### src/rtl/seg_scan_ctrl.sv
// Time-multiplexed scan controller for a common-anode 7-segment display with a
// double-buffered image. Define SEG_LZB_EN to enable leading-zero blanking.
module seg_scan_ctrl #(
  parameter int NUM_DIGITS = 4,
  parameter int SCAN_DIV   = 100000,
  parameter int BLANK_CYC  = 16
) (
  input  logic                    clk,
  input  logic                    rst_n,
  input  logic                    load_valid,
  output logic                    load_ready,
  input  logic [4*NUM_DIGITS-1:0] load_data,
  input  logic [NUM_DIGITS-1:0]   load_dp,
  output logic [6:0]              seg,
  output logic                    dp,
  output logic [NUM_DIGITS-1:0]   an,
  output logic                    frame_tick
);

  localparam int CNT_W = (SCAN_DIV > 1) ? $clog2(SCAN_DIV) : 1;
  localparam int IDX_W = (NUM_DIGITS > 1) ? $clog2(NUM_DIGITS) : 1;
  localparam logic [CNT_W-1:0] CNT_LAST = CNT_W'(SCAN_DIV - 1);
  localparam logic [CNT_W-1:0] CNT_LIT  = CNT_W'(BLANK_CYC);
  localparam logic [IDX_W-1:0] IDX_LAST = IDX_W'(NUM_DIGITS - 1);

  logic [CNT_W-1:0]        cnt;
  logic [IDX_W-1:0]        idx;
  logic                    pending;
  logic [4*NUM_DIGITS-1:0] shadow_data;
  logic [NUM_DIGITS-1:0]   shadow_dp;
  logic [4*NUM_DIGITS-1:0] active_data;
  logic [NUM_DIGITS-1:0]   active_dp;
  logic [NUM_DIGITS-1:0]   active_blank;
  logic [NUM_DIGITS-1:0]   lzb_mask;

  logic                    slot_end;
  logic                    boundary;
  logic                    lit;
  logic                    accept;
  logic [3:0]              cur_nib;
  logic                    cur_dp;
  logic                    cur_blank;
  logic [NUM_DIGITS-1:0]   cur_an;

  function automatic logic [6:0] hex_to_seg(input logic [3:0] nib);
    case (nib)
      4'h0:    hex_to_seg = 7'b1000000;
      4'h1:    hex_to_seg = 7'b1111001;
      4'h2:    hex_to_seg = 7'b0100100;
      4'h3:    hex_to_seg = 7'b0110000;
      4'h4:    hex_to_seg = 7'b0011001;
      4'h5:    hex_to_seg = 7'b0010010;
      4'h6:    hex_to_seg = 7'b0000010;
      4'h7:    hex_to_seg = 7'b1111000;
      4'h8:    hex_to_seg = 7'b0000000;
      4'h9:    hex_to_seg = 7'b0010000;
      4'hA:    hex_to_seg = 7'b0001000;
      4'hB:    hex_to_seg = 7'b0000011;
      4'hC:    hex_to_seg = 7'b1000110;
      4'hD:    hex_to_seg = 7'b0100001;
      4'hE:    hex_to_seg = 7'b0000110;
      default: hex_to_seg = 7'b0001110;
    endcase
  endfunction

  assign load_ready = !pending;
  assign accept     = load_valid && !pending;
  assign slot_end   = (cnt == CNT_LAST);
  assign boundary   = slot_end && (idx == IDX_LAST);
  assign lit        = (cnt >= CNT_LIT);

  always_comb begin
    cur_nib   = 4'h0;
    cur_dp    = 1'b0;
    cur_blank = 1'b0;
    cur_an    = '1;
    for (int i = 0; i < NUM_DIGITS; i++) begin
      if (idx == IDX_W'(i)) begin
        cur_nib   = active_data[4*i +: 4];
        cur_dp    = active_dp[i];
        cur_blank = active_blank[i];
        cur_an[i] = 1'b0;
      end
    end
  end

`ifdef SEG_LZB_EN
  // A digit is blanked when it and every digit above it hold zero; digit 0 never is.
  always_comb begin
    logic seen_nz;
    seen_nz  = 1'b0;
    lzb_mask = '0;
    for (int i = NUM_DIGITS - 1; i >= 1; i--) begin
      seen_nz     = seen_nz || (shadow_data[4*i +: 4] != 4'h0);
      lzb_mask[i] = !seen_nz;
    end
  end
`else
  assign lzb_mask = '0;
`endif

  // Commit and capture are mutually exclusive: capture needs pending low, commit needs it high.
  always_ff @(posedge clk or negedge rst_n) begin
    if (!rst_n) begin
      cnt          <= '0;
      idx          <= '0;
      pending      <= 1'b0;
      shadow_data  <= '0;
      shadow_dp    <= '0;
      active_data  <= '0;
      active_dp    <= '0;
      active_blank <= '0;
    end else begin
      cnt <= slot_end ? '0 : cnt + CNT_W'(1);
      if (slot_end) begin
        idx <= (idx == IDX_LAST) ? '0 : idx + IDX_W'(1);
      end
      if (boundary && pending) begin
        active_data  <= shadow_data;
        active_dp    <= shadow_dp;
        active_blank <= lzb_mask;
        pending      <= 1'b0;
      end else if (accept) begin
        shadow_data <= load_data;
        shadow_dp   <= load_dp;
        pending     <= 1'b1;
      end
    end
  end

  always_ff @(posedge clk or negedge rst_n) begin
    if (!rst_n) begin
      seg        <= 7'h7F;
      dp         <= 1'b1;
      an         <= '1;
      frame_tick <= 1'b0;
    end else begin
      seg        <= (lit && !cur_blank) ? hex_to_seg(cur_nib) : 7'h7F;
      dp         <= lit ? !cur_dp : 1'b1;
      an         <= lit ? cur_an : '1;
      frame_tick <= boundary;
    end
  end

endmodule
### config.mk
export PLATFORM = sky130hd
export DESIGN_NAME = seg_scan_ctrl
export DESIGN_NICKNAME = d
export VERILOG_FILES = /design/src/rtl/seg_scan_ctrl.sv
export SDC_FILE = /design/constraint.sdc
export NUM_CORES = 1
export LEC_CHECK = 0
export ABC_AREA = 1
export CAP_MARGIN = 25
export CORE_MARGIN = 8
export CORE_UTILIZATION = 50
export CTS_CLUSTER_DIAMETER = 40
export DETAILED_ROUTE_END_ITERATION = 10
export PLACE_DENSITY = 0.72
export SYNTH_ARGS = -nofsm -noshare
export SYNTH_HDL_FRONTEND = slang
export SYNTH_SLANG_ARGS = --single-unit
### constraint.sdc
create_clock -name clk -period 4.05 [get_ports clk]
set_input_delay 0.405 -clock clk [delete_from_list [all_inputs] [get_ports clk]]
set_output_delay 0.405 -clock clk [all_outputs]
set_load 0.02 [all_outputs]
Yosys cells after proc, flatten, opt, wreduce, memory -nomap -nowiden:

Memories as Yosys holds them, arrays and structs flattened.
Cells that the tools add are included.

* flip-flop bits (word level): 73
* bits in read-only memories: 112
* bits of input ports: 23
* output and inout port bits: 14
* logic and storage cells: 47
* memories kept: 1

* add/sub/neg operators: 2
* magnitude comparators: 1
* equal/unequal tests: 4
* muxes and demuxes: 19
* bitwise operators: 1
* reductions and logical operators: 8

Memory list
* (name not given): depth 16, width 7, rd ports 1, clocked after memory_dff 0, wr ports 0, line 46 `case (nib)`

Operators with widths (count)
* two-way mux 4 bit: 5
* adder 17 x 1 -> 17 bit (second input constant): 1
* equality test 17 bit (second input constant): 1
* greater-or-equal comparator 17 x 5 -> 1 bit (second input constant): 1
* two-way mux 17 bit: 1
* two-way mux 1 bit: 11
* two-way mux 7 bit: 1
* equality test 2 bit (second input constant): 2
* logical AND 1 bit: 3
* adder 2 x 1 -> 2 bit (second input constant): 1
* equality test 2 x 1 -> 1 bit (second input constant): 1
* logical NOT 1 bit: 2
* logical NOT 2 bit: 1
* two-way mux 2 bit: 1
* AND reduction 2 bit: 1
* nonzero test 2 bit: 1
* inverter 1 bit: 1

Depth between registers and ports, before layout:

* depth after elaboration: 7
* mapped depth: 13
* mapped depth without buffers: 13

Worst setup path before layout:

No wires, ideal clock.

* path kind: flip-flop to flip-flop
* from: reg idx[0]
* to: reg seg[3]
* library setup time: 0.093 ns
* arrival: 1.722 ns
* required time: 3.957 ns
* setup slack: 2.235 ns
* stages on the path, launching flop included: 12
* buffers on the path: 1
* clock period less this slack: 1.815 ns
* cells stage by stage: dfrtp_1 > ha_1 > buf_4 > inv_2 > or2_2 > nand2_1 > inv_1 > ha_1 > nand3_1 > nand2_1 > nand2_1 > nand3_1

* word-level cells in the longest chain between the ends: 7
* elaborated cells on any way between the ends: 10
* those cells by class: eq/ne (3); mux (5); reduce/logical (1); memory (1)

RTL lines
* start, declared: line 27 `logic [IDX_W-1:0] idx;`
* start signal, assigned: line 116 `idx <= (idx == IDX_LAST) ? '0 : idx + IDX_W'(1);`
* logical NOT 2 bit: line 78 `if (idx == IDX_W'(i)) begin`
* two-way mux 4 bit (3 in series): line 78
* two-way mux 4 bit *: line 78
* memory (16 x 7 bit) *
* two-way mux 7 bit *: line 138 `seg <= (lit && !cur_blank) ? hex_to_seg(cur_nib) : 7'h7F;`
* end signal, assigned: line 138
* end, declared: line 14 `output logic [6:0] seg,`

Mark *: on every way between the ends. The rest lies on a longest branch, timed or not.
A chain may end at the register's enable or synchronous reset.

Worst setup path after layout:

* from: reg pending
* to: out load_ready

* word-level cells in the longest chain between the ends: 1

RTL lines
* start, declared: line 28 `logic pending;`
* start signal, assigned: line 107 `pending <= 1'b0;`
* start signal, assigned: line 122 `pending <= 1'b0;`
* start signal, assigned: line 126 `pending <= 1'b1;`
* logical NOT 1 bit: line 66 `assign load_ready = !pending;`
* end, declared: line 11 `output logic load_ready,`

Every way passes these cells.

==> summary.md <==
| Metric | Value |
|---|---|
| FMAX | 437 MHz |
| First drt pass iteration count | 4 |
| Yosys cell types | 29 |
| Share of layout cells above drive strength 1 | 0.156 |
| DP Cell Count | 532 |
| Final WL | 6990 um |
| LEAKAGE | 2.13 nW |
| Clock-pin slew on the worst setup and hold paths | 0.08 ns |
| Clk sinks | 73 |
| Width of the die | 101 um |
| First-pass GRT wire length | 12300 um |
| Placer Congestion | 0.889 |
| Endpoints failing setup | 0 |
| CTS resizes | 0 |
| Post-CTS Setup Inserts | 0 |
| Core ar. | 7140 sq um |
| CP max stage cell | dfrtp_1 |
| H-tree levels | 3 |
| Grt ovf | 0 |
| Min-Delay Path Class | in -> async |
| CP Max Fanout | 23 |
| Max-slew violation count | 0 |
| Met3 Usage GRT | 0.0570 |
| Tot GR Track Use | 0.152 |
| Clock Tree Buf Depth | 2 |
| Vias per cell | 4.99 |
| NetSw | 305 uW |
| Synthesized area | 3630 sq um |
| Syn avg cell area | 8.95 sq um |
| CTS tree | built |
| Sw Share | 0.221 |
| Busiest layer in global routing | met2 |
| Residual DRC | 0 |
| Avg WL per Cell | 12.8 um |
| Pwr dens | 323 nW/um^2 |
| Ant diodes | 0 |
| Data required, critical path | 3.64 ns |
| RSZ-0062 raised after global routing | false |
| Clock skew | 0.00979 ns |
| Total power | 1.38 mW |
| CP endpoint kind | output port |
| HPWL Detailed | 5230 um |
| Final min period | 2.29 ns |
| Setup TNS | 0 ns |
| Final Cycle Share | 0.565 |
| Port-buffer cells | 36 |
| Vias in the first global route | 2809 |
| Sequential fraction of design power | 0.555 |
| Syn_nets | 441 |
| Clk pwr share | 0.403 |
| Rows | 31 |
| WS Path Type | reg -> out |
| Largest net degree at the start of global routing | 45 |
| Met2 usage | 0.243 |
| Post-synth top cells | 108 x nand2_1, 61 x dfrtp_1, 51 x nand3_1 |
| Final hold vios | 0 |
| CP cell instances | inv_1 -> clkdlybuf4s50_1 |
| Sequential share of the synthesized area | 0.507 |
| Non-filler instance count after layout | 548 |
| Share of flip-flops with an asynchronous set or reset | 1.00 |
| M1 GR Usage | 0.184 |
| Logic pwr share | 0.043 |
| Yosys top cell area share | 0.420 |
| Total Nets Final | 480 |
| 1st-iter DRT viols | 107 |
| Warnings from Yosys | 0 |
| Rel. slew slack | 0.484 |
| Crit-path max cell delay | 0.82 ns |
| Hold buffer count at CTS | 0 |
| Number of top-level pins | 37 |
| Initial core utilization | 0.509 |
| Worst EP arrival | 1.88 ns |
| Antenna-violating nets left | 0 |
| Synth Register Bits | 73 |
| Cell with the most instances after synthesis | nand2_1 |
| Num CTS Buffers | 9 |
| Post-synth EDFFs | 0 |
| Outcome | finished clean |
| Area growth syn-to-layout | 17.3% |
| Top post-synthesis cells by area | dfrtp_1 42%, nand2_1 11%, dfstp_2 8.7%, nand3_1 7.0%, mux2_2 6.2% |
| Tightest Pin Transition | 0.773 ns |
| Peak VDD IR | 253 uV |
| Synth area leader | dfrtp_1 |
| Clk root buf | clkbuf_8 |
| Post-synth top flop | dfrtp_1 |
| P_int | 1.07 mW |
| Antenna violations before repair | 0 |
| Vias | 2737 |
| Maxcap violations | 0 |
| Die area | 10300 sq um |
| Die H | 101 um |
| Post-Synthesis Cells | 406 |
| Clk Latency, worst-skew pair | 0.35 ns |
| Critical path launch point type | flop |
==> flip-flops by register name, indices dropped and copies added (netlist names) <==
register	count
active_dp	4
shadow_dp	4
dp	1
an	4
pending	1
active_data	16
frame_tick	1
cnt	17
idx	2
shadow_data	16
seg	7
==> placed cells by master, fill, tap and decap left out, types with 2 or more instances in the layout <==
cell and n:
nand3_1 51, a21oi_1 10, nor2_2 3, mux2_2 20, clkinv_4 2, ha_1 12, nand3_2 2, clkbuf_8 9
nand2_1 108, clkdlybuf4s50_1 35, inv_2 6, inv_1 40, nor2_1 25, xor2_1 8, dfrtp_1 61, o21ai_0 10
nand2_2 2, nor3_1 9, nor2_4 3, dfstp_2 12, nand4_1 6
==> area by class of cell <==
class | instances | area [sq um]
Fill cell | 642 | 2870
Sequential cell | 73 | 1840
Multi-Input combinational cell | 277 | 1540
Timing Repair Buffer | 38 | 390
Inverter | 46 | 173
Clock buffer | 9 | 124
Tap cell | 99 | 124
Clock inverter | 6 | 68.8
==> cells by family after synthesis <==
kind of cell	synth area share
muxes	0.0620
and+or+nand+nor	0.269
AOI/OAI and AO/OA	0.0331
DFF	0.507
adders and majority gates	0.0413
xor gates and xnor gates	0.0193
buffers and inverters	0.0689
==> metrics by stage <==
stage / setup slack (ns) / hold slack, ns / utilization / cell area [sq um]
4_1_cts: 1.74 / 0.235 / 0.593 / 4240
2_1_floorplan: 2.24 / 0.109 / - / 3630
5_1_grt: 1.62 / 0.0461 / 0.597 / 4260
3_3_place_gp: 2.00 / 0.464 / 0.566 / 4040
6_report: 1.76 / 0.0388 / 0.597 / 4260
3_5_place_dp: 1.87 / 0.467 / 0.566 / 4040
==> path summary, 6_finish.rpt <==
check,from,end,slack [ns],cells past startpoint
setup reg to reg,idx[0]$_DFFE_PN0N_,seg[3]$_DFF_PN1_,1.85,10
hold reg to reg,active_data[7]$_DFFE_PN0P_,active_data[7]$_DFFE_PN0P_,0.49,2
hold / removal,rst_n,cnt[13]$_DFF_PN0_,0.04,1
setup / recovery,pending$_DFFE_PN0P_,load_ready,1.76,2
min in group clk,active_data[7]$_DFFE_PN0P_,active_data[7]$_DFFE_PN0P_,0.49,2
max in group asynchronous,rst_n,an[0]$_DFF_PN1_,3.21,2
==> per-layer routing <==
| metal | share of wire | routed length (um) |
|---|---|---|
| met3 | 0.046 | 320 |
| met2 | 0.48 | 3380 |
| met4 | 0.012 | 82 |
| met5 | 0 | 0 |
| met1 | 0.46 | 3210 |
==> power groups by stage <==
stage	logic, mW	registers, mW	clock network (mW)
floorplan	0.0198	0.774	0
global placement	0.0553	0.778	0
detailed placement	0.0576	0.779	0
CTS	0.0576	0.765	0.574
global route	0.0667	0.768	0.607
finish	0.0587	0.765	0.555
==> critical path, delay by kind of cell, from the launching register on <==
family	cells	cell delay [ns]
buffers and inverters	2	0.72
flip-flops	1	0.82
Power figures use the tool's default switching activity.
